===== src/rtl/frequency_analyzer_pkg.sv =====
// Shared definitions for the frequency analyzer bank: sequencer state
// encoding, register-interface operation codes and a window-length helper.
package frequency_analyzer_pkg;

    typedef enum logic [2:0] {
        ST_IDLE    = 3'd0,
        ST_CLEAR   = 3'd1,
        ST_MEASURE = 3'd2,
        ST_SETTLE  = 3'd3,
        ST_DUMP    = 3'd4,
        ST_NOTIFY  = 3'd5
    } mwc_state_t;

    // Operation codes understood by axi_slave_impl's register-write port.
    localparam logic [1:0] REGISTER_WRITE_OPERATION = 2'd2;
    localparam logic [1:0] REGISTER_NO_OPERATION    = 2'd0;

    // A programmed length of zero still opens a one-cycle window.
    function automatic logic [31:0] window_length(input logic [31:0] requested);
        return (requested == 32'd0) ? 32'd1 : requested;
    endfunction

endpackage


===== src/rtl/measurement_timer.sv =====
// Loadable down counter. o_terminal is high while the count sits at 1, so a
// value N loaded on one edge makes the terminal edge the N-th one after it.
module measurement_timer #(
    parameter int WIDTH = 32
) (
    input  logic             clk,
    input  logic             rst_n,
    input  logic             i_load,
    input  logic [WIDTH-1:0] i_load_value,
    input  logic             i_enable,
    output logic             o_terminal
);

    localparam logic [WIDTH-1:0] ONE = {{(WIDTH-1){1'b0}}, 1'b1};

    logic [WIDTH-1:0] r_count;

    // Load has priority over counting; the counter parks at zero.
    always_ff @(posedge clk or negedge rst_n) begin
        if (!rst_n) begin
            r_count <= '0;
        end else if (i_load) begin
            r_count <= i_load_value;
        end else if (i_enable && (r_count != '0)) begin
            r_count <= r_count - ONE;
        end
    end

    assign o_terminal = (r_count == ONE);

endmodule


===== src/rtl/measurement_window_controller.sv =====
// Sequencer for the analyzer bank: clear, timed measurement window, settle,
// serial dump of one result register per slot, then interrupt and wait for
// acknowledge. Single-shot and continuous (run held high) operation.
//
// Control inputs are plain pulses/levels sampled on the clock edge; there is
// no handshake. Every output is a register.
module measurement_window_controller
    import frequency_analyzer_pkg::*;
#(
    parameter int CLOCK_FREQUENCY    = 100000000,
    parameter int NUMBER_OF_CHANNELS = 7,
    parameter int SETTLE_CYCLES      = 4,
    parameter int HOLD_CYCLES        = 4
) (
    input  logic        s00_axi_aclk,
    input  logic        s00_axi_aresetn,
    input  logic        run,
    input  logic        single_shot,
    input  logic        abort,
    input  logic        ack,
    input  logic [31:0] window_cycles,
    input  logic [31:0] result_value,
    output logic [7:0]  result_index,
    output logic        analyzer_enable,
    output logic        analyzer_clear_n,
    output logic [1:0]  register_operation,
    output logic [7:0]  register_number,
    output logic [31:0] register_write,
    output logic        irq,
    output logic        busy,
    output logic [15:0] window_count,
    output logic        overrun,
    output logic [2:0]  o_dbg_state
);

    // The clock frequency is documentation only; nothing is derived from it.
    if (CLOCK_FREQUENCY <= 0) begin : g_clock_frequency_unset
    end

    localparam logic [7:0]  LAST_SLOT = 8'(NUMBER_OF_CHANNELS);
    localparam logic [15:0] SETTLE_LEN = 16'(SETTLE_CYCLES);
    localparam logic [15:0] HOLD_LEN = 16'(HOLD_CYCLES);
    // With one-cycle slots the write is issued on the slot's only cycle.
    localparam bit HOLD_ONE = (HOLD_CYCLES == 1);

    mwc_state_t  r_state;
    logic [7:0]  r_slot;
    logic        r_slot_first;
    logic [7:0]  r_result_index;
    logic        r_enable;
    logic        r_clear_n;
    logic [1:0]  r_operation;
    logic [7:0]  r_register_number;
    logic [31:0] r_register_write;
    logic        r_irq;
    logic        r_busy;
    logic [15:0] r_window_count;
    logic        r_overrun;

    logic        w_win_load;
    logic        w_win_enable;
    logic [31:0] w_win_value;
    logic        w_win_tc;
    logic        w_settle_start;
    logic        w_slot_start;
    logic        w_phase_load;
    logic        w_phase_enable;
    logic [15:0] w_phase_value;
    logic        w_phase_tc;
    logic [7:0]  w_next_slot;

    // Timer controls: the window timer runs in MEASURE; the phase timer is
    // shared by SETTLE and each dump slot, reloaded at every phase change.
    always_comb begin
        w_win_load     = (r_state == ST_CLEAR);
        w_win_enable   = (r_state == ST_MEASURE);
        w_win_value    = window_length(window_cycles);
        w_settle_start = (r_state == ST_MEASURE) && w_win_tc;
        w_slot_start   = w_phase_tc && ((r_state == ST_SETTLE) ||
                         ((r_state == ST_DUMP) && (r_slot != LAST_SLOT)));
        w_phase_load   = w_settle_start || w_slot_start;
        w_phase_value  = w_settle_start ? SETTLE_LEN : HOLD_LEN;
        w_phase_enable = (r_state == ST_SETTLE) || (r_state == ST_DUMP);
        w_next_slot    = r_slot + 8'd1;
    end

    measurement_timer #(.WIDTH(32)) u_window_timer (
        .clk          (s00_axi_aclk),
        .rst_n        (s00_axi_aresetn),
        .i_load       (w_win_load),
        .i_load_value (w_win_value),
        .i_enable     (w_win_enable),
        .o_terminal   (w_win_tc)
    );

    measurement_timer #(.WIDTH(16)) u_phase_timer (
        .clk          (s00_axi_aclk),
        .rst_n        (s00_axi_aresetn),
        .i_load       (w_phase_load),
        .i_load_value (w_phase_value),
        .i_enable     (w_phase_enable),
        .o_terminal   (w_phase_tc)
    );

    // Main sequencer with registered outputs; abort wins over everything.
    always_ff @(posedge s00_axi_aclk or negedge s00_axi_aresetn) begin
        if (!s00_axi_aresetn) begin
            r_state           <= ST_IDLE;
            r_slot            <= 8'd0;
            r_slot_first      <= 1'b0;
            r_result_index    <= 8'd0;
            r_enable          <= 1'b0;
            r_clear_n         <= 1'b1;
            r_operation       <= REGISTER_NO_OPERATION;
            r_register_number <= 8'd0;
            r_register_write  <= 32'd0;
            r_irq             <= 1'b0;
            r_busy            <= 1'b0;
            r_window_count    <= 16'd0;
            r_overrun         <= 1'b0;
        end else begin
            r_operation <= REGISTER_NO_OPERATION;
            r_clear_n   <= 1'b1;
            if (ack) begin
                r_overrun <= 1'b0;
            end
            if (single_shot && (r_state != ST_IDLE)) begin
                r_overrun <= 1'b1;
            end
            if (abort) begin
                r_state           <= ST_IDLE;
                r_slot            <= 8'd0;
                r_slot_first      <= 1'b0;
                r_result_index    <= 8'd0;
                r_enable          <= 1'b0;
                r_register_number <= 8'd0;
                r_register_write  <= 32'd0;
                r_irq             <= 1'b0;
                r_busy            <= 1'b0;
            end else begin
                case (r_state)
                    ST_IDLE: begin
                        if (run || single_shot) begin
                            r_state   <= ST_CLEAR;
                            r_clear_n <= 1'b0;
                            r_busy    <= 1'b1;
                        end
                    end
                    ST_CLEAR: begin
                        r_state  <= ST_MEASURE;
                        r_enable <= 1'b1;
                    end
                    ST_MEASURE: begin
                        // run falling is deliberately ignored here.
                        if (w_win_tc) begin
                            r_state  <= ST_SETTLE;
                            r_enable <= 1'b0;
                        end
                    end
                    ST_SETTLE, ST_DUMP: begin
                        // Data is captured once the index has been stable
                        // for a cycle, so the external mux has settled.
                        if (r_slot_first) begin
                            r_slot_first     <= 1'b0;
                            r_register_write <= result_value;
                            r_operation      <= REGISTER_WRITE_OPERATION;
                        end
                        if (w_slot_start) begin
                            r_state           <= ST_DUMP;
                            r_slot            <= w_next_slot;
                            r_result_index    <= w_next_slot;
                            r_register_number <= w_next_slot;
                            r_slot_first      <= !HOLD_ONE;
                            if (HOLD_ONE) begin
                                r_register_write <= result_value;
                                r_operation      <= REGISTER_WRITE_OPERATION;
                            end
                        end else if (w_phase_tc && (r_state == ST_DUMP)) begin
                            r_state           <= ST_NOTIFY;
                            r_slot            <= 8'd0;
                            r_result_index    <= 8'd0;
                            r_register_number <= 8'd0;
                            r_irq             <= 1'b1;
                            r_window_count    <= r_window_count + 16'd1;
                        end
                    end
                    ST_NOTIFY: begin
                        if (ack) begin
                            r_irq <= 1'b0;
                            if (run) begin
                                r_state   <= ST_CLEAR;
                                r_clear_n <= 1'b0;
                            end else begin
                                r_state <= ST_IDLE;
                                r_busy  <= 1'b0;
                            end
                        end
                    end
                    default: begin
                        r_state <= ST_IDLE;
                        r_busy  <= 1'b0;
                    end
                endcase
            end
        end
    end

    assign result_index       = r_result_index;
    assign analyzer_enable    = r_enable;
    assign analyzer_clear_n   = r_clear_n;
    assign register_operation = r_operation;
    assign register_number    = r_register_number;
    assign register_write     = r_register_write;
    assign irq                = r_irq;
    assign busy               = r_busy;
    assign window_count       = r_window_count;
    assign overrun            = r_overrun;
    assign o_dbg_state        = r_state;

endmodule


===== config.mk =====
export PLATFORM = sky130hd
export DESIGN_NAME = measurement_window_controller
export DESIGN_NICKNAME = d
export VERILOG_FILES = /design/src/rtl/frequency_analyzer_pkg.sv /design/src/rtl/measurement_timer.sv /design/src/rtl/measurement_window_controller.sv
export SDC_FILE = /design/constraint.sdc
export NUM_CORES = 1
export LEC_CHECK = 0
export BUFFER_PORTS_ARGS = -buffer_cell sky130_fd_sc_hd__clkbuf_2
export CAP_MARGIN = 15
export CORE_MARGIN = 1.5
export CORE_UTILIZATION = 40
export CTS_CLUSTER_SIZE = 14
export DETAILED_ROUTE_END_ITERATION = 8
export PLACE_DENSITY = 0.74
export SYNTH_ARGS = -nofsm -noshare
export SYNTH_HDL_FRONTEND = slang
export SYNTH_SLANG_ARGS = --single-unit

===== constraint.sdc =====
create_clock -name s00_axi_aclk -period 4 [get_ports s00_axi_aclk]
set_clock_uncertainty 0.1 [all_clocks]
set_input_delay 0.8 -clock s00_axi_aclk [delete_from_list [all_inputs] [get_ports s00_axi_aclk]]
set_output_delay 0.8 -clock s00_axi_aclk [all_outputs]
set_load 0.1 [all_outputs]

==> results of run 1 <==
==> flip-flops by register name, indices dropped and copies added, names as in the netlist <==
name and count:
analyzer_clear_n 1, analyzer_enable 1, busy 1, irq 1
o_dbg_state 3, overrun 1, r_slot_first 1, register_number 8
register_operation 1, register_write 32, u_phase_timer.r_count 16, u_window_timer.r_count 32
window_count 16
==> metal layers <==
metal	share of wire, %	vias up
met5	0	-
met4	1.3	0
met3	4.4	14
met2	50	112
met1	45	2415
li1	-	2388
==> worst max-delay path by stage <==
stage,startpoint,endpoint,slack [ns]
4_1_cts,u_window_timer.r_count[3],u_window_timer.r_count[4],0.87
5_1_grt,u_window_timer.r_count[3],u_window_timer.r_count[4],0.63
6_report,u_window_timer.r_count[3],u_window_timer.r_count[4],0.81
3_3_place_gp,u_window_timer.r_count[3],u_window_timer.r_count[14],1.03
2_1_floorplan,o_dbg_state[2],register_number[6],1.03
3_5_place_dp,u_window_timer.r_count[3],u_window_timer.r_count[4],0.90
==> area by class of cell <==
| cell class | instances | area [µm²] | area share [%] |
|---|---|---|---|
| Clock buffer | 17 | 425.4 | 5.932 |
| Clock inverter | 15 | 183.9 | 2.565 |
| Inverter | 9 | 33.78 | 0.4710 |
| Multi-Input combinational cell | 422 | 2679 | 37.35 |
| Sequential cell | 114 | 2854 | 39.79 |
| Tap cell | 180 | 225.2 | 3.140 |
| Timing Repair Buffer | 148 | 770.7 | 10.75 |
==> stage by stage <==
stage          std cells  setup WS [ns]  power, µW  utilization (%)
3_5_place_dp         873         0.8976       3021            46.91
2_1_floorplan        585          1.031       2675                -
5_1_grt              905         0.6289       4852            51.27
6_report             905         0.8121       4573            51.27
4_1_cts              905         0.8678       4581            51.27
3_3_place_gp         873          1.026       2988            46.91
==> kinds of logic after synthesis <==
family / Yosys count / synth area share, %
and+or+nand+nor: 237 / 21.97
AOI/OAI and AO/OA: 125 / 14.82
DFF: 114 / 49.58
xor gates and xnor gates: 50 / 7.607
buffers and inverters: 49 / 4.042
adders and majority gates: 7 / 1.521
muxes: 2 / 0.3912
other: 1 / 0.06514
==> cells in the mapped netlist, types with 2 or more instances <==
library cell	number
a211o_1	2
a211oi_1	8
a21oi_1	30
a22o_1	32
a31oi_1	2
a32o_1	3
and2_1	6
and3_1	7
and4_1	2
buf_2	3
buf_4	10
clkbuf_1	26
dfrtp_1	113
ha_1	7
inv_1	9
mux2_2	2
nand2_1	41
nand2_2	2
nand2b_1	3
nand3_1	15
nand4_1	13
nor2_1	53
nor2b_1	4
nor3_1	19
nor3b_1	2
nor4_1	35
o211ai_1	2
o21ai_0	25
o21ai_1	2
o22ai_1	4
o311ai_0	6
o31ai_1	2
o41ai_1	2
or2_2	5
or3_1	11
or4_1	10
xnor2_1	38
xor2_1	12
==> where the power goes <==
part	internal [µW]	switching, µW	total, µW
clock	983	558	1540
combinational	476	923	1400
sequential	1380	256	1630
total	2840	1740	4570
==> worst max-delay path, stage by stage (launching register included) <==
cell and delay, ns:
dfrtp_1 0.46, or4_1 0.70, nor4_1 0.56, nand4_1 0.35, a21oi_1 0.65, o21ai_0 0.21
==> impl_metrics.csv, run 1 <==
group,metric,value,unit
cts,cts_num_sinks,114,
cts,path_clk_slew,0.05,ns
finish,final_cell_mix,"clkbuf_2, dfrtp_1, nor2_1",
yosys,synth_edf_count,0,
timing,maxSlewViolCount,0,
cts,clk_latency,0.41,ns
cts,cts_made_buffers,17,
yosys,synth_fp_nets,662,
cts,cts_resized,0,
routing,drc,0,
yosys,synth_ff_type,"dfrtp_1",
floorplan,start_util,41.15,%
outcome,status,"finished clean",
finish,area_growth,24.58,%
routing,detail_route.wl_per_cell,15.55,µm
grt,busiest_layer,"met2",
placed_design,portBuffers,142,
power_and_ir_drop,p_leak,0.003340,µW
yosys,synthCells,585,
timing,max_slew_margin,49.67,%
critical_path,rr_worst_depth,5,
cts,hold_buffers,0,
grt,grt_overflow_total,0,
placed_design,gp_congestion,0.8512,
grt,grt_max_degree,66,
hold_path,hp-class,"in2async",
floorplan,core,13990,µm²
cts,cts_max_level,4,
critical_path,crit_type,"reg2reg",
routing,drt_wl_total,14070,µm
critical_path,r2r_end,"u_window_timer.r_count[4]",
floorplan,die-area,15120,µm²
grt,grt_usage,19.55,%
yosys,netlist.top_cell.by_area,"dfrtp_1",
timing,fin_crit,3.188,ns
finish,postLayoutCellArea,7172,µm²
critical_path,reg2reg_setup_slack,0.81,ns
timing,setup_viol,0,
yosys,syn-cell-area,5757,µm²
yosys,synthTopCellsByArea,"dfrtp_1, xnor2_1, a22o_1, nor4_1, nor2_1",
timing,worst_pin_slew,0.7492,ns
grt,grt_use_met2,30.49,%
yosys,async_reset_ff_share,100.0,%
grt,use_met1,26.85,%
yosys,ys_seq_area_share,49.58,%
finish,final_nets,789,
critical_path,arrival,3.34,ns
timing,tns,0,ns
floorplan,die_h,123.0,µm
yosys,yosysTopAreaCellShare,49.12,%
yosys,syn_area_per_cell,9.841,µm²
timing,rsz0062_at_grt,"no",
critical_path,r2r-start,"u_window_timer.r_count[3]",
routing,drtIter0Drc,403,
yosys,synth_warnings,0,
yosys,synth_seq_cells,114,
routing,num_vias,4929,
floorplan,rows,43,
finish,drive_above_1_share,27.45,%
routing,ant_nets,0,
placed_design,place_area,6563,µm²
floorplan,ios,144,
critical_path,cp-end-kind,"flip-flop",
cts,cts_root_buf,"clkbuf_16",
cts,clk_path_buf_depth,2,
routing,vias_per_cell,5.446,
finish,fill_cells,1283,
floorplan,die_x,123.0,µm
finish,antenna_cells,0,
timing,whs,0.3110,ns
finish,layout_commonest_cell,"clkbuf_2",
critical_path,required,4.15,ns
placed_design,place_hpwl,9953,µm
yosys,yosysUniqueCellTypes,55,
timing,finalCritPeriodShare,79.70,%
cts,cts_tree,"yes",
grt,met3_usage,4.751,%
grt,grt_pass1_vias,4654,
cts,cts_setup_buffers,0,
run,drv_cap,0,
routing,firstDrtPassIters,5,
critical_path,cp_max_fo,8,
timing,fmax,0.3137,GHz
timing,hold_viol_final,0,
grt,grt_pass1_wl,23180,µm
critical_path,start_kind,"flip-flop",
power_and_ir_drop,ir_drop,329.1,µV
power_and_ir_drop,powerDensity,637.6,nW/µm²
grt,antenna_found_initial,0,
Power figures use the tool's default switching activity.
==> run 2: changes to the inputs <==
--- a/config.mk
+++ b/config.mk
@@ -11,7 +11,7 @@
 export CORE_UTILIZATION = 40
 export CTS_CLUSTER_SIZE = 14
 export DETAILED_ROUTE_END_ITERATION = 8
-export PLACE_DENSITY = 0.74
+export PLACE_DENSITY = 0.76
 export SYNTH_ARGS = -nofsm -noshare
 export SYNTH_HDL_FRONTEND = slang
 export SYNTH_SLANG_ARGS = --single-unit
==> constraint.sdc (replaced) <==
create_clock -name s00_axi_aclk -period 2.7 [get_ports s00_axi_aclk]
set_clock_uncertainty 0.1 [all_clocks]
set_input_delay 0.54 -clock s00_axi_aclk [delete_from_list [all_inputs] [get_ports s00_axi_aclk]]
set_output_delay 0.54 -clock s00_axi_aclk [all_outputs]
set_load 0.1 [all_outputs]
==> impl_metrics.csv, run 2 (synthesized netlist as in run 1, its figures left out) <==
group,metric,value,unit
timing,rsz0062_at_grt,"no",
critical_path,arrival,2.80,ns
routing,drtIter0Drc,401,
critical_path,start_kind,"flip-flop",
floorplan,core,13990,µm²
cts,path_clk_slew,0.06,ns
grt,grt_pass1_wl,23800,µm
timing,fin_crit,2.606,ns
timing,fin_ws,0.09430,ns
critical_path,required,2.90,ns
timing,setup_viol,0,
cts,cts_root_buf,"clkbuf_16",
cts,cts_made_buffers,17,
finish,layout_commonest_cell,"clkbuf_2",
finish,seq_area,2860,µm²
floorplan,die_x,123.0,µm
timing,hold_viol_final,0,
finish,fill_cells,1262,
timing,fmax,0.3838,GHz
grt,grt_pass1_vias,4760,
finish,final_nets,819,
placed_design,preCtsSetupSlack,0.09863,ns
timing,max_slew_margin,53.78,%
critical_path,crit_start,"u_window_timer.r_count[4]",
cts,clk_latency,0.41,ns
placed_design,gp_congestion,0.9056,
cts,cts_tree,"yes",
routing,vias_per_cell,5.459,
power_and_ir_drop,p_comb_share,33.5,%
run,drv_cap,0,
finish,multi_input_area,2700,µm²
timing,tns,0,ns
critical_path,crit_type,"reg2reg",
outcome,status,"finished clean",
critical_path,cp-end-kind,"flip-flop",
grt,grt_max_degree,49,
finish,drive_above_1_share,30.99,%
routing,drc,0,
cts,clk_path_buf_depth,2,
power_and_ir_drop,p_leak,0.003491,µW
timing,maxSlewViolCount,0,
critical_path,r2r_end,"u_window_timer.r_count[25]",
finish,fin_util,53.01,%
power_and_ir_drop,powerDensity,939.0,nW/µm²
power_and_ir_drop,swShare,38.58,%
power_and_ir_drop,ir_drop,554.5,µV
floorplan,rows,43,
routing,detail_route.wl_per_cell,15.73,µm
power_and_ir_drop,pwr-share-clk,32.5,%
placed_design,portBuffers,142,
floorplan,die-area,15120,µm²
grt,grt_overflow_total,0,
routing,ant_nets,0,
critical_path,r2r-start,"u_window_timer.r_count[4]",
timing,worst_pin_slew,0.6886,ns
timing,finalCritPeriodShare,96.51,%
power_and_ir_drop,p_switching,2687,µW
routing,drt_wl_total,14710,µm
grt,grt_usage,20.11,%
finish,area_growth,28.82,%
timing,whs,0.04778,ns
floorplan,start_util,41.15,%
finish,final_cell_mix,"clkbuf_2, dfrtp_1, nor2_1",
critical_path,cp_max_fo,6,
placed_design,place_hpwl,10460,µm
cts,cts_max_level,4,
routing,firstDrtPassIters,5,
critical_path,rr_worst_depth,7,
power_and_ir_drop,seq_power_share,34.0,%
critical_path,reg2reg_setup_slack,0.09,ns
grt,antenna_found_initial,0,
power_and_ir_drop,p_int,4277,µW
hold_path,hp-class,"in2async",
cts,cts_setup_buffers,0,
routing,num_vias,5104,
finish,antenna_cells,0,
floorplan,ios,144,
cts,cts_num_sinks,114,
power_and_ir_drop,power.total,6963,µW
floorplan,die_h,123.0,µm
run 2: cell count changes in the layout (fill, tap and decap cells not counted), sizes merged:
| cell | delta |
|---|---|
| inv | +4 |
| clkinv | -1 |
| clkinvlp | -2 |
| buf | +30 |
| bufinv | -1 |
run 2: through the flow:
step / cell area, µm² / instances
floorplan: 5763 / 585
global placement: 6794 / 903
detailed placement: 6794 / 903
CTS: 7395 / 935
global route: 7416 / 935
finish: 7416 / 935
run 2: layout make-up:
type	count	share of cell area, %
clock buffers	17	5.736
clock inverters	15	2.362
inverters	9	0.4555
multi-input cells	422	36.41
flip-flops and latches	114	38.57
well taps	180	3.037
repair buffers	178	13.43
run 2: timing repair:
action | 4_1_cts | 5_1_grt
setup endpoints to repair | 0 | 43
gates resized for setup | 0 | 3
hold buffers | 0 | 0
run 2: worst max-delay path by stage:
stage | endpoint | cells after the start
after floorplan | u_window_timer.r_count[25] | 6
after global placement | u_window_timer.r_count[26] | 6
after detailed placement | u_window_timer.r_count[26] | 6
after CTS | u_window_timer.r_count[26] | 6
after global routing | window_count[1] | 5
final | u_window_timer.r_count[25] | 7
run 2: layer usage:
metal | vias up | GRT usage [%] | wire length (µm)
li1 | 2458 | - | -
met1 | 2467 | 27.31 | 6513
met2 | 158 | 31.04 | 7115
met3 | 21 | 4.797 | 752
met4 | 0 | 7.922 | 327
met5 | - | 0 | 0
run 2: worst max-delay path, stage by stage, from the launching register on:
cell and delay (ns):
dfrtp_1 0.41, or4_1 0.51, buf_4 0.18, nor4_4 0.30
nand2_2 0.15, or2_4 0.27, or3_1 0.31, a32o_1 0.26
run 2: power groups by stage:
stage | sequential, µW | clock, µW | combinational (µW)
detailed placement | 2370 | 0 | 2290
global placement | 2370 | 0 | 2240
CTS | 2350 | 2300 | 2300
floorplan | 2580 | 0 | 1380
global route | 2410 | 2390 | 2570
finish | 2370 | 2270 | 2330
==> run 3: changes to the inputs <==
--- a/config.mk
+++ b/config.mk
@@ -11,7 +11,7 @@
 export CORE_UTILIZATION = 40
 export CTS_CLUSTER_SIZE = 14
 export DETAILED_ROUTE_END_ITERATION = 8
-export PLACE_DENSITY = 0.76
+export PLACE_DENSITY = 0.73
 export SYNTH_ARGS = -nofsm -noshare
 export SYNTH_HDL_FRONTEND = slang
 export SYNTH_SLANG_ARGS = --single-unit
==> constraint.sdc (replaced) <==
create_clock -name s00_axi_aclk -period 2.17 [get_ports s00_axi_aclk]
set_clock_uncertainty 0.1 [all_clocks]
set_input_delay 0.434 -clock s00_axi_aclk [delete_from_list [all_inputs] [get_ports s00_axi_aclk]]
set_output_delay 0.434 -clock s00_axi_aclk [all_outputs]
set_load 0.1 [all_outputs]
==> impl_metrics.csv, run 3 (synthesized netlist as in run 1, its figures left out) <==
group,metric,value,unit
outcome,status,"finished with violations",
outcome,failed_checks,"setup timing",
cts,clk_latency,0.42,ns
grt,grt_overflow_total,0,
routing,drtIter0Drc,294,
timing,hold_viol_final,0,
cts,clk_path_buf_depth,2,
grt,grt_max_degree,43,
floorplan,core,13990,µm²
timing,fin_ws,-0.2688,ns
timing,worst_pin_slew,0.6501,ns
grt,grt_usage,22.49,%
timing,fin_crit,2.439,ns
hold_path,hp-class,"in2reg",
timing,finalCritPeriodShare,112.4,%
routing,ant_nets,0,
critical_path,critPathTopFamily,"simple AND/OR/NAND/NOR gates",
finish,antenna_cells,0,
timing,fmax,0.4100,GHz
routing,drt_wl_total,17110,µm
floorplan,die_x,123.0,µm
power_and_ir_drop,ir_drop,735.8,µV
power_and_ir_drop,powerDensity,1174,nW/µm²
floorplan,start_util,41.15,%
grt,antenna_found_initial,0,
cts,cts_num_sinks,114,
grt,grt_pass1_vias,5534,
routing,num_vias,5569,
timing,setup_viol,75,
critical_path,reg2reg_setup_slack,-0.27,ns
floorplan,die_h,123.0,µm
finish,final_cell_mix,"clkbuf_2, dfrtp_1, buf_4",
placed_design,preCtsSetupSlack,-0.3244,ns
placed_design,place_area,7395,µm²
placed_design,gp_congestion,0.9015,
critical_path,max_stage_delay,0.59,ns
finish,fill_cells,1089,
critical_path,required,2.36,ns
floorplan,ios,144,
finish,postLayoutCellArea,8715,µm²
cts,path_clk_slew,0.06,ns
critical_path,critPathBufInv,1,
critical_path,worstPathCellList,"or4_4 -> buf_6 -> nor4_4 -> nand2_2 -> or2_4 -> or3_1 -> a32o_1",
cts,cts_made_buffers,17,
critical_path,crit_slowest_cell,"or4_4",
finish,drive_above_1_share,49.09,%
cts,cts_max_level,4,
timing,max_slew_margin,56.26,%
critical_path,arrival,2.63,ns
grt,grt_pass1_wl,26620,µm
routing,firstDrtPassIters,5,
finish,area_growth,51.38,%
critical_path,cp-end-kind,"flip-flop",
routing,vias_per_cell,5.530,
critical_path,cp_max_fo,4,
run,drv_cap,0,
finish,final_nets,891,
power_and_ir_drop,p_leak,0.003940,µW
floorplan,die-area,15120,µm²
cts,cts_root_buf,"clkbuf_16",
finish,layout_commonest_cell,"clkbuf_2",
critical_path,crit_type,"reg2reg",
placed_design,place_hpwl,11200,µm
routing,detail_route.wl_per_cell,16.99,µm
routing,drc,0,
timing,rsz0062_at_grt,"yes",
critical_path,start_kind,"flip-flop",
cts,cts_tree,"yes",
placed_design,portBuffers,142,
floorplan,rows,43,
timing,maxSlewViolCount,0,
-- run 3: metal layers --
layer	routed length (µm)	share of wire, %	vias to the layer above	track usage [%]
met3	975	5.7	36	6.089
li1	-	-	2600	-
met2	8621	50	203	37.57
met4	328	1.9	0	7.776
met5	0	0	-	0
met1	7181	42	2730	28.10
-- run 3: worst paths after layout --
check	from	to	depth (start not counted)
max	u_window_timer.r_count[3]	u_window_timer.r_count[25]	7
min	result_value[10]	register_write[10]	2
max reg2reg	u_window_timer.r_count[3]	u_window_timer.r_count[25]	7
min reg2reg	window_count[15]	window_count[15]	1
max in group asynchronous	s00_axi_aresetn	u_window_timer.r_count[22]	3
min in group asynchronous	s00_axi_aresetn	register_number[7]	2
-- run 3: what timing repair did --
item / 4_1_cts / 5_1_grt
buffers inserted: 6 / 15
hold buffers: 1 / 0
cloned: 2 / 0
endpoints found under the setup margin: 73 / 73
pin swaps: 36 / 45
endpoints found under the hold margin: 35 / 0
resized for setup: 49 / 90
-- run 3: per-stage QoR --
step	power, µW	hold WS [ns]	utilization [%]	cells	setup TNS [ns]
after detailed placement	6528	0.3524	52.86	954	-11.64
final	10230	0.1392	62.30	1007	-11.59
after global routing	10780	0.1341	62.30	1007	-16.70
after floorplan	5129	0.03841	-	585	-6.408
after CTS	9788	0.1275	59.32	995	-7.683
after global placement	6392	0.3485	52.86	954	-8.949
-- run 3: report_power, final --
part           total [µW]  leakage, µW  internal, µW  switching [µW]
clock                3010     0.000313          2040             975
combinational        4290      0.00213          1810            2490
sequential           2930      0.00150          2550             375
total               10200      0.00394          6400            3840
-- run 3: final cells by class --
cell class / count / area, µm² / share of cell area (%)
tap: 180 / 225.2 / 2.584
clock inverter: 9 / 151.4 / 1.737
clock buffer: 23 / 488.0 / 5.599
multi-input combinational: 423 / 3293 / 37.79
timing repair buffer: 249 / 1633 / 18.74
inverter: 9 / 33.78 / 0.3877
sequential: 114 / 2890 / 33.17
